--- config.mk ---
export PLATFORM = sky130hd
export DESIGN_NAME = uart_tx_arbiter
export DESIGN_NICKNAME = d
export VERILOG_FILES = /design/src/rtl/uart_pkg.sv /design/src/rtl/rr_pick.sv /design/src/rtl/uart_tx_arbiter.sv
export SDC_FILE = /design/constraint.sdc
export NUM_CORES = 1
export LEC_CHECK = 0
export BUFFER_PORTS_ARGS = -buffer_cell sky130_fd_sc_hd__clkbuf_2
export CAP_MARGIN = 10
export CORE_AREA = 2 2 64 66
export DETAILED_ROUTE_END_ITERATION = 12
export DIE_AREA = 0 0 66 68
export GPL_ROUTABILITY_DRIVEN = 0
export HOLD_SLACK_MARGIN = 0.1
export PLACE_DENSITY = 0.73
export SYNTH_ARGS = -nofsm -noshare
export SYNTH_HDL_FRONTEND = slang
export SYNTH_SLANG_ARGS = --single-unit
--- constraint.sdc ---
create_clock -name clk -period 3.4 [get_ports clk]
set_input_delay 0.34 -clock clk [delete_from_list [all_inputs] [get_ports clk]]
set_output_delay 0.34 -clock clk [all_outputs]
set_load 0.05 [all_outputs]
--- src/rtl/uart_pkg.sv ---
// uart_pkg: shared UART constants and arbiter state encoding
package uart_pkg;
    localparam int DEF_DATA_W   = 8;
    localparam int CLKS_PER_BIT = 234;
    typedef enum logic [1:0] {IDLE, ISSUE, WAIT_BUSY, WAIT_DONE} arb_state_t;
endpackage

--- src/rtl/rr_pick.sv ---
// rr_pick: rotate-priority encoder, first set request at or above ptr with wraparound
module rr_pick #(
    parameter int N = 4,
    localparam int IW = $clog2(N)
) (
    input  logic [N-1:0]  req,
    input  logic [IW-1:0] ptr,
    output logic          any,
    output logic [IW-1:0] idx
);
    assign any = |req;
    // scanning offsets downward lets the smallest offset from ptr win
    always_comb begin
        idx = '0;
        for (int k = N - 1; k >= 0; k--)
            if (req[(int'(ptr) + k) % N]) idx = IW'((int'(ptr) + k) % N);
    end
endmodule

--- src/rtl/uart_tx_arbiter.sv ---
// uart_tx_arbiter: round-robin, packet-locked sharing of one UART TX core between NUM_REQ byte sources
module uart_tx_arbiter
    import uart_pkg::*;
#(
    parameter int NUM_REQ   = 4,
    parameter int DATA_W    = DEF_DATA_W,
    parameter int MAX_BURST = 16,
    localparam int IW = $clog2(NUM_REQ),
    localparam int BW = $clog2(MAX_BURST + 1)
) (
    input  logic                      clk,
    input  logic                      n_rst,
    input  logic [NUM_REQ-1:0]        req_valid,
    input  logic [NUM_REQ*DATA_W-1:0] req_data,
    input  logic [NUM_REQ-1:0]        req_last,
    output logic [NUM_REQ-1:0]        req_ready,
    output logic                      tx_start,
    output logic [DATA_W-1:0]         tx_data,
    input  logic                      tx_busy,
    output logic                      grant_active,
    output logic [IW-1:0]             grant_id
);
    arb_state_t    state;
    logic [IW-1:0] rr_ptr, pick_idx, sel_id;
    logic [BW-1:0] burst_cnt;
    logic          last_flag, pick_any, done, issue;

    rr_pick #(.N(NUM_REQ)) u_pick (
        .req(req_valid),
        .ptr(rr_ptr),
        .any(pick_any),
        .idx(pick_idx)
    );

    // a byte is launched either from a fresh pick or by continuing the held grant
    assign done   = last_flag || !req_valid[grant_id];
    assign issue  = (state == IDLE) ? pick_any : (state == WAIT_DONE && !tx_busy && !done);
    assign sel_id = (state == IDLE) ? pick_idx : grant_id;

    always_ff @(posedge clk) begin
        if (!n_rst) begin
            state        <= IDLE;
            tx_start     <= 1'b0;
            tx_data      <= '0;
            req_ready    <= '0;
            grant_active <= 1'b0;
            grant_id     <= '0;
            rr_ptr       <= '0;
            burst_cnt    <= '0;
            last_flag    <= 1'b0;
        end else begin
            tx_start  <= issue;
            req_ready <= issue ? (NUM_REQ'(1) << sel_id) : '0;
            if (issue) tx_data <= req_data[int'(sel_id)*DATA_W +: DATA_W];
            case (state)
                IDLE: if (pick_any) begin
                    grant_id     <= pick_idx;
                    grant_active <= 1'b1;
                    burst_cnt    <= '0;
                    state        <= ISSUE;
                end
                ISSUE: begin
                    burst_cnt <= burst_cnt + 1'b1;
                    last_flag <= req_last[grant_id] || (burst_cnt + 1'b1 == BW'(MAX_BURST));
                    state     <= WAIT_BUSY;
                end
                WAIT_BUSY: if (tx_busy) state <= WAIT_DONE;
                WAIT_DONE: if (!tx_busy) begin
                    state <= done ? IDLE : ISSUE;
                    if (done) begin
                        grant_active <= 1'b0;
                        rr_ptr       <= (grant_id == IW'(NUM_REQ - 1)) ? '0 : grant_id + 1'b1;
                    end
                end
                default: state <= IDLE;
            endcase
        end
    end
endmodule

==> flow_metrics.env, run 1 <==
export IMPL_ys_ff_latch=26
export IMPL_drt_total_wl_um=4280
export IMPL_tightest_slew_ps=642
export IMPL_num_nets_final=308
export IMPL_final_area_mm2=0.00215
export IMPL_period_share_pct=74.5
export IMPL_wl_per_cell_um=14.0
export IMPL_grt_overflow=0
export IMPL_slew_violations=0
export IMPL_critPathLaunchType="register"
export IMPL_finalClockSkew_ps=4.53
export IMPL_dpl_hpwl_um=3180
export IMPL_min_path_type="input pin to register"
export IMPL_initial_core_util_pct=47.6
export IMPL_drt_initial_drc_count=66
export IMPL_clock_sinks=26
export IMPL_leakage_nw=0.897
export IMPL_drc=0
export IMPL_rsz0062_at_grt="false"
export IMPL_worst_ep_arrival_time_ps=2720
export IMPL_crit_type="register to register"
export IMPL_critPathCapture="req_ready[1]$_SDFF_PP0_"
export IMPL_vias=1670
export IMPL_cts_setup_buffers=0
export IMPL_power_density_mw_per_mm2=712
export IMPL_htreeDepth=1
export IMPL_synthFlopType="dfxtp_1"
export IMPL_critPathRequiredTime_ps=3590
export IMPL_async_reset_ff_share_pct=0
export IMPL_ios=59
export IMPL_root_buffer="clkbuf_8"
export IMPL_synth_edff_count=0
export IMPL_avgSynthCellArea_um2=8.87
export IMPL_min_period_ps=2530
export IMPL_setup_tns_ps=0
export IMPL_grt_pass1_wl_um=6940
export IMPL_netlist_instances=207
export IMPL_rows=23
export IMPL_core_area_mm2=0.00386
export IMPL_syn_cell_area_mm2=0.00184
export IMPL_drtPass1Iterations=4
export IMPL_ctsHoldBuffers=0
export IMPL_grt_max_degree=25
export IMPL_timing_rr_start="state[1]$_SDFFE_PN0P_"
export IMPL_synth_top_cell_by_area="dfxtp_1"
export IMPL_route_met2_wl_um=1950
export IMPL_met1Wirelength_um=2100
export IMPL_max_vdd_ir_drop_uv=381
export IMPL_final_cell_mix="58 x clkbuf_2, 26 x dfxtp_1, 23 x o21ai_0, 16 x nor2_1, 13 x nand2_1"
export IMPL_portBuffers=58
export IMPL_max_freq_ghz=0.395
export IMPL_ctsResizeCount=0
export IMPL_cts_tree="yes"
export IMPL_rrSetupSlack_ps=870
export IMPL_yosysTopAreaCellShare_pct=28.3
export IMPL_finalHoldViolCount=0
export IMPL_final_common_cell="clkbuf_2"
export IMPL_synth_distinct_cells=48
export IMPL_setup_slack_ps=866
export IMPL_grt_pass1_vias=1477
export IMPL_reg2reg_to="req_ready[1]$_SDFF_PP0_"
export IMPL_dr_wl_met3_um=208
export IMPL_dpl_cell_area_mm2=0.00211
export IMPL_grt_antenna_before_repair=0
export IMPL_place_worst_setup_slack_ps=874
export IMPL_max_slew_margin_pct=57.2
export IMPL_clock_latency_ps=260
export IMPL_critPathCaptureType="register"
export IMPL_area_growth_pct=17.0
export IMPL_die_y_um=68
export IMPL_clk_path_buf_depth=2
export IMPL_setup_viol=0
export IMPL_seq_area_um2=520
export IMPL_synthTopCellsByArea="dfxtp_1 28%, o21ai_0 6.3%, a211oi_2 6.1%"
export IMPL_worstPathMaxFanout=19
export IMPL_topRoutingLayerUsed="met4"
export IMPL_antenna_cells=0
export IMPL_die_area_mm2=0.00449
export IMPL_cts_clk_slew_worst_paths_ps=90
export IMPL_timing_critical_path_from="state[1]$_SDFFE_PN0P_"
export IMPL_drive_gt1_share_pct=37.4
export IMPL_reg2regPathDepth=8
export IMPL_multiInputGateArea_mm2=0.00120
export IMPL_synth_seq_area_share_pct=28.3
export IMPL_ant_nets=0
export IMPL_drv_cap=0
export IMPL_status="completed"
export IMPL_chipWidth_um=66
export IMPL_grtUsageTotal_pct=19.6
export IMPL_fillers=394
export IMPL_syn_num_nets=256
export IMPL_drt_vias_per_instance=5.44
export IMPL_yosysWarnings=0
export IMPL_cts_buffers=3
[worst max-delay path, cell delays in order (launching register included)]
cell,delay (ps)
dfxtp_1,350
inv_1,100
ha_1,530
inv_1,200
nor3_4,550
nor2_1,100
buf_4,210
nand3b_2,230
nor3b_2,190
[where the power goes]
group / leakage (nW) / total (mW) / internal [mW] / switching [mW]
Combinational: 0.661 / 0.891 / 0.284 / 0.607
Clock: 0.0216 / 0.169 / 0.0791 / 0.0900
Sequential: 0.214 / 0.470 / 0.396 / 0.0741
[synthesized netlist by cell type (3+ instances only)]
library cell and count:
dfxtp_1 26, o21ai_0 23, nor2_1 16, nand2_1 13, a21oi_1 10, a211oi_2 9, nor2b_1 9, nor3b_2 9
o2bb2ai_1 8, o211ai_1 7, clkbuf_1 6, ha_1 6, inv_1 6, mux2i_1 5, a21boi_0 4, and2_1 4
nand2b_1 4, a22oi_1 3, buf_6 3, nand3_1 3
[flip-flops by register name, summed over array words and instances (netlist names)]
name and flops:
grant_id 2, state 2, tx_start 1, req_ready 4, tx_data 8, last_flag 1
rr_ptr 2, burst_cnt 5, grant_active 1
[area by class of cell]
class / count / area share (%)
timing repair buffer: 60 / 14.2
clock buffer: 3 / 1.92
multi-input combinational: 162 / 55.7
sequential: 26 / 24.2
inverter: 6 / 1.05
tap: 50 / 2.91
[worst min path at each step]
stage | start | to | slack, ps | cells after the start
floorplan | n_rst | tx_start$_SDFF_PN0_ | 480 | 1
global placement | last_flag$_SDFFE_PN0P_ | last_flag$_SDFFE_PN0P_ | 510 | 1
detailed placement | last_flag$_SDFFE_PN0P_ | last_flag$_SDFFE_PN0P_ | 520 | 1
CTS | req_data[3] | tx_data[3]$_SDFFE_PN0P_ | 400 | 3
global route | req_data[7] | tx_data[7]$_SDFFE_PN0P_ | 410 | 3
finish | req_data[5] | tx_data[5]$_SDFFE_PN0P_ | 400 | 3
[layer usage]
layer	GRT usage, %	up-vias
met2	29.7	48
met5	0	-
li1	-	858
met1	28.5	762
met4	6.89	0
met3	2.63	2
[logic make-up after synthesis]
group           after synthesis  share of synthesized area, %
flops                        26                          28.3
mux                           6                          3.95
buf+inv                      19                          6.47
fa+ha+maj                     6                          4.09
simple gates                 71                          24.5
compound gates               79                          32.6
[through the flow]
step | total power, mW | util [%] | instances | hold slack, ps
after global routing | 1.64 | 55.7 | 307 | 408
after global placement | 1.36 | 54.7 | 304 | 509
after CTS | 1.54 | 55.7 | 307 | 399
after floorplan | 1.21 | - | 207 | 477
final | 1.53 | 55.7 | 307 | 398
after detailed placement | 1.37 | 54.7 | 304 | 515
Power figures use the tool's default switching activity.
==> run 2, diff against run 1 <==
--- a/config.mk
+++ b/config.mk
@@ -7,12 +7,12 @@
 export LEC_CHECK = 0
 export BUFFER_PORTS_ARGS = -buffer_cell sky130_fd_sc_hd__clkbuf_2
 export CAP_MARGIN = 10
-export CORE_AREA = 2 2 64 66
+export CORE_AREA = 2 2 67 69
 export DETAILED_ROUTE_END_ITERATION = 12
-export DIE_AREA = 0 0 66 68
+export DIE_AREA = 0 0 69 71
 export GPL_ROUTABILITY_DRIVEN = 0
 export HOLD_SLACK_MARGIN = 0.1
-export PLACE_DENSITY = 0.73
+export PLACE_DENSITY = 0.7
 export SYNTH_ARGS = -nofsm -noshare
 export SYNTH_HDL_FRONTEND = slang
 export SYNTH_SLANG_ARGS = --single-unit
==> constraint.sdc (replaced) <==
create_clock -name clk -period 2.21 [get_ports clk]
set_input_delay 0.221 -clock clk [delete_from_list [all_inputs] [get_ports clk]]
set_output_delay 0.221 -clock clk [all_outputs]
set_load 0.05 [all_outputs]
==> flow_metrics.env, run 2 (synthesis gave the netlist of run 1 again) <==
export IMPL_grtUsageTotal_pct=17.0
export IMPL_reg2reg_to="tx_data[6]$_SDFFE_PN0P_"
export IMPL_ios=59
export IMPL_switchingPower_mw=1.22
export IMPL_root_buffer="clkbuf_8"
export IMPL_core_area_mm2=0.00420
export IMPL_finalHoldViolCount=0
export IMPL_rows=24
export IMPL_power_density_mw_per_mm2=1110
export IMPL_drive_gt1_share_pct=39.3
export IMPL_cts_setup_buffers=0
export IMPL_final_area_mm2=0.00220
export IMPL_max_freq_ghz=0.507
export IMPL_clk_path_buf_depth=2
export IMPL_die_y_um=71
export IMPL_rrSetupSlack_ps=240
export IMPL_critPathRequiredTime_ps=2420
export IMPL_setup_viol=0
export IMPL_dr_wl_met3_um=243
export IMPL_area_growth_pct=20.0
export IMPL_drtPass1Iterations=4
export IMPL_path_buf_inv=2
export IMPL_crit_family="compound AO/OA/AOI/OAI gates"
export IMPL_setup_slack_ps=238
export IMPL_power_mw=2.45
export IMPL_switching_share_pct=49.6
export IMPL_max_slew_margin_pct=58.9
export IMPL_critPathMaxStageDelay_ps=450
export IMPL_period_share_pct=89.2
export IMPL_antenna_cells=0
export IMPL_worst_ep_arrival_time_ps=2180
export IMPL_vias=1707
export IMPL_crit_chain="inv_1, ha_1, buf_4, nor2b_1, a31oi_2, nor2_1, o211ai_1, nor3b_2"
export IMPL_status="completed"
export IMPL_reg2regPathDepth=8
export IMPL_rsz0062_at_grt="false"
export IMPL_critPathCaptureType="register"
export IMPL_grt_overflow=0
export IMPL_worstPathMaxFanout=11
export IMPL_top_regs="tx_data: 8 flops, burst_cnt: 5 flops, req_ready: 4 flops"
export IMPL_timing_rr_start="state[0]$_SDFFE_PN0P_"
export IMPL_clock_sinks=26
export IMPL_leakage_nw=0.927
export IMPL_drt_total_wl_um=4280
export IMPL_grt_pass1_wl_um=6780
export IMPL_grt_pass1_vias=1530
export IMPL_drc=0
export IMPL_critPathLaunchType="register"
export IMPL_combinationalPowerShare_pct=58.3
export IMPL_min_from="req_data[3]"
export IMPL_place_worst_setup_slack_ps=-12.6
export IMPL_drv_cap=0
export IMPL_final_common_cell="clkbuf_2"
export IMPL_met1Wirelength_um=2010
export IMPL_whs_endpoint="tx_data[3]$_SDFFE_PN0P_"
export IMPL_tightest_slew_ps=616
export IMPL_dpl_cell_area_mm2=0.00214
export IMPL_top_register="tx_data"
export IMPL_drt_vias_per_instance=5.44
export IMPL_worstHoldPathCells=3
export IMPL_crit_type="register to register"
export IMPL_cp_depth=8
export IMPL_ant_nets=0
export IMPL_clock_latency_ps=280
export IMPL_topRoutingLayerUsed="met4"
export IMPL_fillers=422
export IMPL_cts_tree="yes"
export IMPL_min_period_ps=1970
export IMPL_slew_violations=0
export IMPL_drt_initial_drc_count=108
export IMPL_max_vdd_ir_drop_uv=805
export IMPL_htreeDepth=1
export IMPL_dpl_hpwl_um=3230
export IMPL_chipWidth_um=69
export IMPL_pwr_share_clk_pct=12.9
export IMPL_route_met2_wl_um=1960
export IMPL_initial_core_util_pct=43.7
export IMPL_num_nets_final=312
export IMPL_final_cell_mix="58 x clkbuf_2, 26 x dfxtp_1, 23 x o21ai_0, 15 x nor2_1, 13 x nand2_1"
export IMPL_setup_tns_ps=0
export IMPL_ctsHoldBuffers=0
export IMPL_p_seq_share_pct=28.8
export IMPL_p_int_mw=1.24
export IMPL_portBuffers=58
export IMPL_cts_clk_slew_worst_paths_ps=90
export IMPL_finalClockSkew_ps=3.57
export IMPL_min_path_type="input pin to register"
export IMPL_cts_buffers=3
export IMPL_grt_max_degree=25
export IMPL_largest_reg_flops=8
export IMPL_die_area_mm2=0.00490
export IMPL_crit_path_top_delay_cell="a31oi_2"
export IMPL_grt_antenna_before_repair=0
export IMPL_wl_per_cell_um=13.6
[run 2: changes by cell type in the layout (fill, tap and decap cells not counted)]
cell | previous run | this run
buf_4 | 2 | 6
clkbuf_8 | 3 | 4
nor2_1 | 16 | 15
a31oi_1 | 2 | 1
nor2_2 | 1 | 2
a31oi_2 | 0 | 1
[run 2: routing by layer]
layer	vias up	GRT usage, %
met5	-	0
met4	0	6.54
met3	5	3.70
met2	52	27.2
met1	780	22.4
li1	870	-
[run 2: cell type report]
cell class,count,area [µm²],area share [%]
Multi-Input combinational cell,162,1210,54.7
Sequential cell,26,520,23.6
Timing Repair Buffer,64,335,15.2
Tap cell,52,65.1,2.95
Clock buffer,4,55.1,2.50
Inverter,6,22.5,1.02
[run 2: how the worst max path moves through the flow]
stage                                   startpoint                 endpoint
after floorplan           grant_id[0]$_SDFFE_PN0P_  tx_data[0]$_SDFFE_PN0P_
after global placement       state[0]$_SDFFE_PN0P_  req_ready[3]$_SDFF_PN0_
after detailed placement     state[0]$_SDFFE_PN0P_  req_ready[3]$_SDFF_PN0_
after CTS                    state[0]$_SDFFE_PN0P_  tx_data[6]$_SDFFE_PN0P_
after global routing         state[1]$_SDFFE_PN0P_  tx_data[7]$_SDFFE_PN0P_
final                        state[0]$_SDFFE_PN0P_  tx_data[6]$_SDFFE_PN0P_
[run 2: power groups by stage]
stage	Clock [mW]	Combinational, mW	Sequential (mW)
finish	0.316	1.43	0.706
CTS	0.323	1.43	0.706
detailed placement	0	1.42	0.716
global placement	0	1.41	0.712
global route	0.345	1.54	0.725
floorplan	0	0.794	1.07
[run 2: metrics by stage]
step	hold WS [ps]	instances	utilization (%)
after CTS	262	314	52.3
after detailed placement	476	310	50.9
after floorplan	358	207	-
after global placement	499	310	50.9
final	261	314	52.4
after global routing	276	314	52.4
[run 2: what timing repair did]
| action | 4_1_cts | 5_1_grt |
|---|---|---|
| setup endpoints to repair | 8 | 8 |
| pin swaps | 0 | 0 |
| gates resized for setup | 1 | 1 |
[run 2: worst register-to-register path: cells and delay by family, from the launching register on]
| kind | cells | cell delay (ps) |
|---|---|---|
| flops | 1 | 360 |
| compound gates | 2 | 630 |
| simple gates | 3 | 340 |
| fa+ha+maj | 1 | 300 |
| buf+inv | 2 | 280 |
==> run 3, diff against run 2 <==
==> constraint.sdc (replaced) <==
create_clock -name clk -period 1.75 [get_ports clk]
set_input_delay 0.175 -clock clk [delete_from_list [all_inputs] [get_ports clk]]
set_output_delay 0.175 -clock clk [all_outputs]
set_load 0.05 [all_outputs]
==> flow_metrics.env, run 3 (synthesis gave the netlist of run 1 again) <==
export IMPL_status="finished with violations"
export IMPL_violations="setup timing"
export IMPL_rrSetupSlack_ps=-3
export IMPL_p_seq_share_pct=25.2
export IMPL_top_register="tx_data"
export IMPL_cts_tree="yes"
export IMPL_root_buffer="clkbuf_8"
export IMPL_place_inst=330
export IMPL_setup_viol=3
export IMPL_cts_setup_buffers=0
export IMPL_clk_path_buf_depth=2
export IMPL_timing_rr_start="rr_ptr[1]$_SDFFE_PN0P_"
export IMPL_cts_clk_slew_worst_paths_ps=90
export IMPL_finalHoldViolCount=0
export IMPL_dpl_hpwl_um=3570
export IMPL_area_growth_pct=33.8
export IMPL_drc=0
export IMPL_switching_share_pct=48.4
export IMPL_crit_type="register to register"
export IMPL_finalNonFillerCells=333
export IMPL_top_regs="tx_data: 8 flops, burst_cnt: 5 flops, req_ready: 4 flops"
export IMPL_drtPass1Iterations=4
export IMPL_tightest_slew_ps=463
export IMPL_drt_vias_per_instance=5.49
export IMPL_antenna_cells=0
export IMPL_cts_buffers=3
export IMPL_period_share_pct=100
export IMPL_vias=1828
export IMPL_final_cell_mix="58 x clkbuf_2, 24 x buf_4, 22 x o21ai_0, 21 x dfxtp_1, 15 x nor2_1"
export IMPL_max_slew_margin_pct=69.2
export IMPL_worstPathMaxFanout=8
export IMPL_grt_antenna_before_repair=0
export IMPL_switchingPower_mw=1.68
export IMPL_drt_initial_drc_count=102
export IMPL_crit_chain="buf_4, mux2i_1, nor2_2, nor3_4, nor2_2, buf_12, a211oi_2, nor3b_2"
export IMPL_reg2regPathDepth=8
export IMPL_critPathCaptureType="register"
export IMPL_critPathLaunchType="register"
export IMPL_core_area_mm2=0.00420
export IMPL_ctsHoldBuffers=0
export IMPL_fillers=389
export IMPL_crit_path_frequent_cell="nor2_2"
export IMPL_pwr_share_clk_pct=9.9
export IMPL_whs_endpoint="tx_data[5]$_SDFFE_PN0P_"
export IMPL_die_y_um=71
export IMPL_portBuffers=58
export IMPL_final_common_cell="clkbuf_2"
export IMPL_rsz0062_at_grt="true"
export IMPL_grt_pass1_wl_um=7990
export IMPL_critPathRequiredTime_ps=1920
export IMPL_clock_sinks=26
export IMPL_worst_ep_arrival_time_ps=1920
export IMPL_min_from="req_data[5]"
export IMPL_power_mw=3.48
export IMPL_p_int_mw=1.79
export IMPL_slew_violations=0
export IMPL_num_nets_final=332
export IMPL_chipWidth_um=69
export IMPL_min_path_type="input pin to register"
export IMPL_final_area_mm2=0.00246
export IMPL_initial_core_util_pct=43.7
export IMPL_max_freq_ghz=0.570
export IMPL_grtUsageTotal_pct=19.7
export IMPL_combinationalPowerShare_pct=64.8
export IMPL_wl_per_cell_um=14.4
export IMPL_grt_overflow=0
export IMPL_largest_reg_flops=8
export IMPL_finalClockSkew_ps=4.88
export IMPL_leakage_nw=1.04
export IMPL_grt_pass1_vias=1746
export IMPL_holdWs_ps=219
export IMPL_max_vdd_ir_drop_uv=889
export IMPL_reg2reg_to="tx_data[5]$_SDFFE_PN0P_"
export IMPL_worstHoldPathCells=3
export IMPL_drt_total_wl_um=4790
export IMPL_rows=24
export IMPL_ios=59
export IMPL_power_density_mw_per_mm2=1410
export IMPL_ant_nets=0
export IMPL_crit_path_top_delay_cell="dfxtp_2"
export IMPL_die_area_mm2=0.00490
export IMPL_dpl_cell_area_mm2=0.00231
export IMPL_drv_cap=0
export IMPL_drive_gt1_share_pct=47.0
export IMPL_htreeDepth=1
export IMPL_setup_slack_ps=-3.31
export IMPL_clock_latency_ps=270
export IMPL_min_period_ps=1750
export IMPL_grt_max_degree=25
export IMPL_critPathMaxStageDelay_ps=340
[run 3: cell types whose count changed in the layout (fill, tap and decap cells not counted), sizes merged]
cell    delta
buf       +20
clkbuf     -1
[run 3: final cells by class]
class	instances	area, µm²	area share, %
Timing Repair Buffer	84	502	20.4
Tap cell	52	65.1	2.65
Multi-Input combinational cell	162	1300	52.9
Clock buffer	3	41.3	1.68
Sequential cell	26	527	21.4
Inverter	6	22.5	0.916
[run 3: worst max path at each step]
| stage | from | to | slack, ps | depth (start not counted) |
|---|---|---|---|---|
| after floorplan | grant_id[0]$_SDFFE_PN0P_ | tx_data[0]$_SDFFE_PN0P_ | 9 | 8 |
| after global placement | state[0]$_SDFFE_PN0P_ | tx_data[2]$_SDFFE_PN0P_ | -160 | 7 |
| after detailed placement | state[0]$_SDFFE_PN0P_ | tx_data[3]$_SDFFE_PN0P_ | -240 | 7 |
| after CTS | state[0]$_SDFFE_PN0P_ | tx_data[4]$_SDFFE_PN0P_ | 40 | 8 |
| after global routing | rr_ptr[1]$_SDFFE_PN0P_ | tx_data[3]$_SDFFE_PN0P_ | -100 | 8 |
| final | rr_ptr[1]$_SDFFE_PN0P_ | tx_data[5]$_SDFFE_PN0P_ | -3 | 8 |
[run 3: repair_timing]
| item | in CTS | in global routing |
|---|---|---|
| setup endpoints to repair | 13 | 14 |
| gates cloned | 0 | 0 |
| gates resized for setup | 4 | 20 |
| pin swaps | 0 | 4 |
[run 3: layer usage]
layer | part of all wire, % | GRT usage [%] | up-vias
li1 | - | - | 902
met1 | 46 | 27.1 | 850
met2 | 47 | 31.1 | 71
met3 | 5.9 | 4.13 | 5
met4 | 1.1 | 5.88 | 0
met5 | 0 | 0 | -
[run 3: through the flow]
step | setup TNS, ps | setup slack, ps | util [%]
2_1_floorplan | 0 | 9.34 | -
3_3_place_gp | -1170 | -160 | 54.9
3_5_place_dp | -1860 | -242 | 54.9
4_1_cts | 0 | 43.9 | 56.4
5_1_grt | -712 | -102 | 58.5
6_report | -6.78 | -3.31 | 58.5
[run 3: power by group through the flow]
stage          sequential [mW]  clock [mW]  combinational, mW
2_1_floorplan             1.35           0               1.00
3_3_place_gp             0.882           0               2.00
3_5_place_dp             0.877           0               2.04
4_1_cts                  0.869       0.347               2.10
5_1_grt                  0.906       0.380               2.41
6_report                 0.877       0.346               2.25
[run 3: critical path, delay by kind of cell (launching register included)]
kind,cells,cell delay [ps]
and+or+nand+nor,4,510
DFF,1,340
buffers and inverters,2,300
AOI/OAI and AO/OA,1,250
muxes,1,240
